--- src/rtl/seq_div_pkg.sv ---
// seq_div_pkg: shared state encoding and counter sizing for the sequential divider
package seq_div_pkg;
    typedef enum logic [1:0] {IDLE, CALC, DONE} state_t;
    localparam int DEF_WIDTH = 4;
    localparam int CNT_W = $clog2(DEF_WIDTH);
endpackage

--- src/rtl/div_step.sv ---
// div_step: one combinational restoring-division iteration
module div_step #(
    parameter int WIDTH = 4
) (
    input  logic [WIDTH:0]   rem,
    input  logic [WIDTH-1:0] qreg,
    input  logic [WIDTH-1:0] divisor,
    output logic [WIDTH:0]   next_rem,
    output logic [WIDTH-1:0] next_qreg
);
    logic [WIDTH+1:0] trial;
    logic             neg;
    // One extra bit keeps the sign of the trial subtraction unambiguous
    assign trial     = {rem, qreg[WIDTH-1]} - {2'b0, divisor};
    assign neg       = trial[WIDTH+1];
    assign next_rem  = neg ? {rem[WIDTH-1:0], qreg[WIDTH-1]} : trial[WIDTH:0];
    assign next_qreg = {qreg[WIDTH-2:0], ~neg};
endmodule

--- src/rtl/seq_div.sv ---
// seq_div: sequential unsigned restoring divider, one quotient bit per clock
module seq_div
    import seq_div_pkg::*;
#(
    parameter int WIDTH = 4
) (
    input  logic             clk,
    input  logic             rst,
    input  logic             start,
    input  logic [WIDTH-1:0] a,
    input  logic [WIDTH-1:0] b,
    output logic             busy,
    output logic             done,
    output logic [WIDTH-1:0] Q,
    output logic [WIDTH-1:0] R,
    output logic             div_by_zero
);
    localparam int CW = $clog2(WIDTH);
    state_t           state, state_n;
    logic [CW-1:0]    count;
    logic [WIDTH:0]   rem, next_rem;
    logic [WIDTH-1:0] qreg, next_qreg, divisor;
    logic             accept, last;
    div_step #(.WIDTH(WIDTH)) u_step (
        .rem      (rem),
        .qreg     (qreg),
        .divisor  (divisor),
        .next_rem (next_rem),
        .next_qreg(next_qreg)
    );
    assign busy = state == CALC;
    assign done = state == DONE;
    always_comb begin
        accept  = start && state != CALC;
        last    = divisor == '0 || count == '0;
        state_n = state;
        if (accept)
            state_n = CALC;
        else if (state == CALC && last)
            state_n = DONE;
        else if (state == DONE)
            state_n = IDLE;
    end
    always_ff @(posedge clk) begin
        if (rst) begin
            state       <= IDLE;
            count       <= '0;
            rem         <= '0;
            qreg        <= '0;
            divisor     <= '0;
            Q           <= '0;
            R           <= '0;
            div_by_zero <= 1'b0;
        end else begin
            state <= state_n;
            if (accept) begin
                qreg        <= a;
                divisor     <= b;
                rem         <= '0;
                div_by_zero <= 1'b0;
                count       <= CW'(WIDTH - 1);
            end else if (state == CALC) begin
                // A zero divisor short-circuits straight to the result
                if (divisor == '0) begin
                    Q           <= '1;
                    R           <= qreg;
                    div_by_zero <= 1'b1;
                end else begin
                    rem   <= next_rem;
                    qreg  <= next_qreg;
                    count <= count - 1'b1;
                    if (count == '0) begin
                        Q <= next_qreg;
                        R <= next_rem[WIDTH-1:0];
                    end
                end
            end
        end
    end
endmodule

--- config.mk ---
export PLATFORM = sky130hd
export DESIGN_NAME = seq_div
export DESIGN_NICKNAME = d
export VERILOG_FILES = /design/src/rtl/seq_div_pkg.sv /design/src/rtl/div_step.sv /design/src/rtl/seq_div.sv
export SDC_FILE = /design/constraint.sdc
export NUM_CORES = 1
export LEC_CHECK = 0
export ABC_CLOCK_PERIOD_IN_PS = 2500
export BUFFER_PORTS_ARGS = -buffer_cell sky130_fd_sc_hd__buf_4
export CAP_MARGIN = 25
export CORE_ASPECT_RATIO = 0.9
export CORE_MARGIN = 1
export CORE_UTILIZATION = 45
export DETAILED_ROUTE_END_ITERATION = 8
export GPL_TIMING_DRIVEN = 0
export HOLD_SLACK_MARGIN = 0.08
export PLACE_DENSITY_LB_ADDON = 0.3
export SKIP_CTS_REPAIR_TIMING = 1
export SLEW_MARGIN = 20
export SYNTH_ARGS = -nofsm -noshare
export SYNTH_HDL_FRONTEND = slang
export SYNTH_SLANG_ARGS = --single-unit
--- constraint.sdc ---
create_clock -name clk -period 2.5 [get_ports clk]
set_clock_uncertainty 0.05 [all_clocks]
set_input_delay 0.125 -clock clk [delete_from_list [all_inputs] [get_ports clk]]
set_output_delay 0.125 -clock clk [all_outputs]
set_load 0.03 [all_outputs]
# After elaboration in Yosys (flattened, before gate mapping)
# Cells that the tools add are included.
[classes]
add_sub_neg = 2
n_eq_ne = 4
n_mux = 14
bitwise_logic = 3
reduce_logical = 14
[ops]
columns = ["op", "n"]
rows = [
  ["4-bit 2-to-1 mux", 7],
  ["2-bit 2-to-1 mux", 5],
  ["2-bit AND reduction", 3],
  ["2-bit nonzero test", 3],
  ["6-bit by 4-bit subtractor with 6-bit output", 1],
  ["5-bit 2-to-1 mux", 1],
  ["4-bit logical NOT", 1],
  ["1-bit inverter", 3],
  ["3-bit AND reduction", 1],
  ["3-bit nonzero test", 1],
  ["2-bit by 1-bit equality test with 1-bit output, second input constant", 1],
  ["2-bit equality test, second input constant", 1],
  ["1-bit logical AND", 2],
  ["2-bit logical NOT", 1],
  ["2-bit by 1-bit != test with 1-bit output, second input constant", 1],
  ["2-bit != test, second input constant", 1],
  ["2-bit OR reduction", 1],
  ["2-bit by 1-bit subtractor with 2-bit output, second input constant", 1],
  ["1-bit logical OR", 1],
  ["1-bit 2-to-1 mux", 1],
]
[word_totals]
register_bits = 26
out_inout_bits = 11
elab_cells = 46

# Longest topological paths before layout
# Gate-level depths: netlist of run 1.
[logic_depth]
word_depth = 5
depth_mapped = 9
mapped_depth_nobuf = 9

# By module
# From an unflattened synthesis of run 1, not the netlist that was laid out.
[unflattened]
cells_unflattened = 165
hier_area_um2 = 1415.1
[modules_own_cells]
columns = ["mod", "n_inst", "cells_per_inst", "area_per_inst_um2"]
rows = [
  ["seq_div", 1, 125, 1048.5],
  ["div_step", 1, 40, 366.6],
]

# Least setup slack after synthesis of run 1
# Ideal clock, no wire load.
[synth_timing]
path_type = "register -> register"
start = "register divisor[2]"
end = "register R[2]"
setup_time_ns = 0.126
arrival_ns = 1.736
t_required_ns = 2.324
path_slack_ns = 0.588
path_stages_with_launch = 9
period_less_slack_ns = 1.912
cell_sequence = "dfxtp_1 > inv_1 > ha_1 > or2_1 > o221a_2 > o2111ai_2 > buf_4 > mux2i_1 > a21oi_1"
[synth_via]
elab_chain_len = 4
[synth_rtl]
columns = ["element", "line_no", "source"]
rows = [
  ["start: declaration", "seq_div.sv:22", "logic [WIDTH-1:0] qreg, next_qreg, divisor;"],
  ["start signal: assignment", "seq_div.sv:50", "divisor <= '0;"],
  ["start signal: assignment", "seq_div.sv:58", "divisor <= b;"],
  ["6-bit by 4-bit subtractor with 6-bit output", "div_step.sv:14", "assign trial = {rem, qreg[WIDTH-1]} - {2'b0, divisor};"],
  ["5-bit 2-to-1 mux", "div_step.sv:16", "assign next_rem = neg ? {rem[WIDTH-1:0], qreg[WIDTH-1]} : trial[WIDTH:0];"],
  ["4-bit 2-to-1 mux", "seq_div.sv:72", "if (count == '0) begin"],
  ["4-bit 2-to-1 mux", "seq_div.sv:64", "if (divisor == '0) begin"],
  ["end signal: assignment", "seq_div.sv:66", "R <= qreg;"],
  ["end signal: assignment", "seq_div.sv:74", "R <= next_rem[WIDTH-1:0];"],
  ["end: declaration", "seq_div.sv:15", "output logic [WIDTH-1:0] R,"],
]
# Several ways; a longest one is shown, not always the timed one. The select of a mux whose other input is x is not followed.
# A chain may end at the register's enable or synchronous reset.

# Final worst setup path of run 1
# Same ends and word-level chain as after synthesis.

==> impl_metrics.json, run 1 <==
{
  "run_status": "finished clean",
  "drtAntennaViolNets": 0,
  "worst_setup_path_end_kind": "register",
  "synthMuxAreaShare": 0.02147,
  "seq_area_frac_synth": 0.3721,
  "synthToLayoutAreaGrowth_pct": 23.88,
  "seq_power_share": 0.462,
  "r2r_cells": 8,
  "fp.dieW_um": 60.77,
  "fin_setup_tns_ps": 0,
  "grt_pass1_wl_um": 5237,
  "antenna_found_initial": 0,
  "synth_compound_area_frac": 0.2335,
  "port_buffers": 21,
  "p_clk_frac": 0.211,
  "r2r_start": "divisor[2]",
  "crit_type": "register to register",
  "p_int_mw": 0.6766,
  "wire_per_inst_um": 13.64,
  "r2r_end": "R[2]",
  "num_rows": 18,
  "yosys-top-cells-count": "dfxtp_1, nand2_1, a21oi_1, nor2_1, inv_1",
  "synth_simple_gate_area_share": 0.2442,
  "cts_buffers": 3,
  "grt_use_total": 0.2160,
  "start_util": 0.4929,
  "hold_path_end": "divisor[0]",
  "yosysUniqueCellTypes": 47,
  "drv_slew": 0,
  "layout_min_cycle_time_ps": 2164,
  "hold_path.class": "primary input to register",
  "yosys-top-cells-area": "dfxtp_1, a21oi_1, nand2_1",
  "grt_max_degree": 15,
  "synth_area_leader_cell": "dfxtp_1",
  "numClockSinks": 26,
  "route.vias.total": 1338,
  "leakagePower_nw": 0.6880,
  "timing.fmax_ghz": 0.4621,
  "htreeDepth": 1,
  "worst-slew-pin-transition_ps": 684.1,
  "die_area_um2": 3336,
  "finalCritPeriodShare": 0.8656,
  "r2r_slack_ps": 340,
  "yosysWarnings": 0,
  "cp.arrival_ps": 2330,
  "clk_pin_slew_ps": 130,
  "grt_overflow": 0,
  "vias_per_cell": 5.529,
  "ios": 22,
  "slew_headroom": 0.5397,
  "synthesis.nets": 185,
  "startpoint_type": "register",
  "holdPathStages": 4,
  "rsz0062_at_grt": "false",
  "switchingPower_mw": 0.3457,
  "drive_gt1_frac": 0.2030,
  "antenna_cells": 0,
  "clk_path_buf_depth": 2,
  "synth_area_um2": 1399,
  "hold_viol": 0,
  "synth_top_family_by_area": "simple AND/OR/NAND/NOR gates",
  "cts-root-buf": "clkbuf_4",
  "die-height_um": 54.90,
  "cap_violations": 0,
  "synth.most_common_cell": "dfxtp_1",
  "core_um2": 2838,
  "synthArstFlopShare": 0,
  "swShare": 0.3382,
  "route.final.wire_length_um": 3300,
  "synth_xor_area_frac": 0.006261,
  "nets": 220,
  "synthAdderAreaFrac": 0.05903,
  "dr.pass1.iters": 4,
  "cts_tree": "done",
  "power.density_nw_per_um2": 589.9,
  "grt_pass1_vias": 1128,
  "drcViolationCount": 0,
  "ys_seq_elements": 26,
  "clk_latency_ps": 330,
  "yosys_most_used_dff": "dfxtp_1",
  "ir_drop_uv": 347.8,
  "syn_inst": 168,
  "critPathMaxFanout": 10,
  "setup_viol": 0,
  "required_ps": 2670,
  "p_total_mw": 1.022,
  "dp_hpwl_um": 2521,
  "gp_congestion": 0.8518,
  "yosys.area.top_type_share": 0.3721,
  "hold_start": "start",
  "synth_area_per_cell_um2": 8.326,
  "synth-edff-count": 0,
  "drtIter0Drc": 65,
  "share_comb_of_total_power": 0.327
}
==> worst max-delay path, cell delays in order (launching register included) <==
cell       delay, ps
dfxtp_1          400
inv_1             60
ha_1             230
or2_1            260
o221a_2          270
o2111ai_2        260
buf_4            220
mux2i_1          210
a21oi_1           90
==> through the flow <==
| step | setup slack, ps | instances | cell area, um2 | hold WS [ps] | util |
|---|---|---|---|---|---|
| floorplan | 587.7 | 168 | 1399 | 211.0 | - |
| global placement | 385.8 | 229 | 1607 | 322.9 | 0.5661 |
| detailed placement | 360.5 | 229 | 1607 | 335.8 | 0.5661 |
| CTS | 339.9 | 233 | 1643 | -26.85 | 0.5789 |
| global route | 222.1 | 242 | 1733 | 120.9 | 0.6107 |
| finish | 336.1 | 242 | 1733 | 135.2 | 0.6107 |
==> kinds of logic (layout without fill, tap and decap cells) <==
group	after synthesis	count (layout)
AO/OA/AOI/OAI	48	48
AND/OR/NAND/NOR	66	66
flip-flops	26	26
adder cells (fa/ha/maj)	6	6
buffers and inverters	18	52
XOR/XNOR	1	1
multiplexers	3	3
==> worst max path at each step <==
stage	end	from	slack, ps
2_1_floorplan	R[2]	divisor[2]	590
3_3_place_gp	R[2]	divisor[2]	390
3_5_place_dp	R[2]	divisor[2]	360
4_1_cts	R[2]	divisor[2]	340
5_1_grt	rem[1]	divisor[2]	220
6_report	R[2]	divisor[2]	340
==> area by class of cell <==
cell class                      count  area (um2)
Multi-Input combinational cell    124       789.5
Fill cell                         258        1105
Timing Repair Buffer               30       247.7
Inverter                           10       37.54
Tap cell                           40       50.05
Sequential cell                    26       520.5
Buffer                              8       51.30
Clock buffer                        4       36.28
==> placed cells by master, fill, tap and decap left out, types with 2 or more instances in the layout <==
cell | synthesis | final
dfxtp_1 | 26 | 26
buf_4 | 1 | 22
nand2_1 | 19 | 19
a21oi_1 | 15 | 15
nor2_1 | 15 | 15
inv_1 | 10 | 10
dlygate4sd3_1 | 0 | 9
o21ai_0 | 6 | 6
clkbuf_4 | 2 | 5
nand3_1 | 5 | 5
a22oi_1 | 5 | 5
ha_1 | 5 | 5
nor2b_1 | 4 | 4
o22ai_1 | 4 | 4
nand4_1 | 4 | 4
mux2i_1 | 3 | 3
nor3_1 | 3 | 3
a211oi_1 | 3 | 3
nand2b_1 | 2 | 2
and2_1 | 2 | 2
clkbuf_1 | 2 | 2
buf_2 | 2 | 2
or3_1 | 2 | 2
or2_2 | 2 | 2
nand3b_1 | 2 | 2
a31oi_1 | 2 | 2
==> power groups by stage <==
stage	combinational (mW)	clock [mW]	sequential (mW)
after floorplan	0.209	0	0.503
after global placement	0.311	0	0.480
after detailed placement	0.319	0	0.482
after CTS	0.320	0.219	0.473
after global routing	0.367	0.240	0.477
final	0.334	0.216	0.472
==> sequential cells by signal, summed over array words and instances (netlist names) <==
name	flops
rem	5
Q	4
R	4
divisor	4
qreg	4
count	2
state	2
div_by_zero	1
==> per-layer routing <==
layer,vias up,global-route usage,share of wire
met5,-,0,0
met4,0,0.02273,0.0052
met3,2,0.04884,0.052
met2,34,0.3535,0.49
met1,622,0.3019,0.46
li1,680,-,-
(Power assumes the default switching activity.)
==> run 2, diff against run 1 <==
--- a/config.mk
+++ b/config.mk
@@ -15,6 +15,7 @@
 export GPL_TIMING_DRIVEN = 0
 export HOLD_SLACK_MARGIN = 0.08
 export PLACE_DENSITY_LB_ADDON = 0.3
+export RECOVER_POWER = 50
 export SKIP_CTS_REPAIR_TIMING = 1
 export SLEW_MARGIN = 20
 export SYNTH_ARGS = -nofsm -noshare
==> impl_metrics.json, run 2 (synthesis gave the netlist of run 1 again) <==
{
  "die-height_um": 54.90,
  "layoutNonFillerInstCount": 242,
  "cp.arrival_ps": 2330,
  "drive_gt1_frac": 0.1287,
  "p_clk_frac": 0.215,
  "timing.fmax_ghz": 0.4608,
  "grt_use_total": 0.2160,
  "place_area_um2": 1607,
  "core_um2": 2838,
  "power.density_nw_per_um2": 596.6,
  "clk_pin_slew_ps": 130,
  "drcViolationCount": 0,
  "grt_max_degree": 15,
  "antenna_cells": 0,
  "worst_setup_path_end_kind": "register",
  "route.vias.total": 1345,
  "largest_register_ffs": 5,
  "wire_per_inst_um": 13.87,
  "grt_pass1_vias": 1128,
  "register_area_um2": 520.5,
  "clk_latency_ps": 330,
  "post-place-ws_ps": 360.5,
  "setup_slack_ps": 329.7,
  "p_int_mw": 0.6565,
  "slew_headroom": 0.5287,
  "finalCritPeriodShare": 0.8681,
  "grt_overflow": 0,
  "numClockSinks": 26,
  "p_total_mw": 0.9981,
  "drtIter0Drc": 78,
  "port_buffers": 21,
  "grt_pass1_wl_um": 5237,
  "fin_setup_tns_ps": 0,
  "finish.utilization": 0.5895,
  "dr.pass1.iters": 4,
  "placed_cells": 229,
  "share_comb_of_total_power": 0.312,
  "cts_buffers": 3,
  "dp_hpwl_um": 2521,
  "critPathMaxFanout": 10,
  "start_util": 0.4929,
  "rsz0062_at_grt": "false",
  "clk_path_buf_depth": 2,
  "gp_congestion": 0.8518,
  "leakagePower_nw": 0.6333,
  "ios": 22,
  "multi_input_area_um2": 782.0,
  "startpoint_type": "register",
  "cts-root-buf": "clkbuf_4",
  "cap_violations": 0,
  "route.final.wire_length_um": 3357,
  "layout_min_cycle_time_ps": 2170,
  "num_rows": 18,
  "die_area_um2": 3336,
  "seq_power_share": 0.474,
  "synthToLayoutAreaGrowth_pct": 19.59,
  "drv_slew": 0,
  "drtAntennaViolNets": 0,
  "worst-slew-pin-transition_ps": 699.6,
  "worst_hold_slack_ps": 136.2,
  "fillers": 271,
  "required_ps": 2660,
  "switchingPower_mw": 0.3416,
  "nets": 220,
  "htreeDepth": 1,
  "cts_tree": "done",
  "fp.dieW_um": 60.77,
  "swShare": 0.3423,
  "run_status": "finished clean",
  "postLayoutCellArea_um2": 1673,
  "mostFrequentLayoutCell": "dfxtp_1",
  "crit_type": "register to register",
  "setup_viol": 0,
  "vias_per_cell": 5.558,
  "hold_path.class": "primary input to register",
  "ir_drop_uv": 345.6,
  "layout_common_cells": "dfxtp_1, nand2_1, a21oi_1",
  "antenna_found_initial": 0,
  "top_register": "rem",
  "hold_viol": 0
}
[run 2: cell types whose count changed in the layout (fill, tap and decap cells not counted)]
cell	change
a21oi_2	-1
o21ai_0	+1
buf_6	-1
and2_1	-1
o21ai_2	-1
clkbuf_1	+13
a21oi_1	+1
buf_4	-11
and2_0	+1
clkbuf_4	-1
[run 2: path summary, 6_finish.rpt]
check | startpoint | end | slack (ps) | depth (start not counted)
worst min register to register | count[0] | count[0] | 430 | 1
worst min-delay path | start | divisor[0] | 140 | 4
worst max register to register | divisor[2] | R[2] | 330 | 8
worst max-delay path | divisor[2] | R[2] | 330 | 8
[run 2: cell type report]
cell class	instances	area share
Multi-Input combinational cell	124	0.4675
Timing Repair Buffer	30	0.1234
Buffer	8	0.02393
Clock buffer	4	0.02169
Tap cell	40	0.02992
Sequential cell	26	0.3111
Inverter	10	0.02244
[run 2: worst max-delay path: stages (launching register included)]
cell       delay (ps)
dfxtp_1           400
inv_1              60
ha_1              230
or2_1             260
o221a_2           280
o2111ai_2         260
buf_4             220
mux2i_1           210
a21oi_1            90
[run 2: power by group through the flow]
stage / sequential (mW) / clock, mW / combinational, mW
floorplan: 0.503 / 0 / 0.209
global placement: 0.480 / 0 / 0.311
detailed placement: 0.482 / 0 / 0.319
CTS: 0.473 / 0.219 / 0.320
global route: 0.477 / 0.240 / 0.343
finish: 0.473 / 0.214 / 0.311
[run 2: per-layer routing]
metal,GRT usage,up-vias,wire length (um)
met5,0,-,0
met4,0.02273,0,15
met3,0.04884,2,179
met2,0.3535,36,1612
met1,0.3019,629,1550
li1,-,678,-
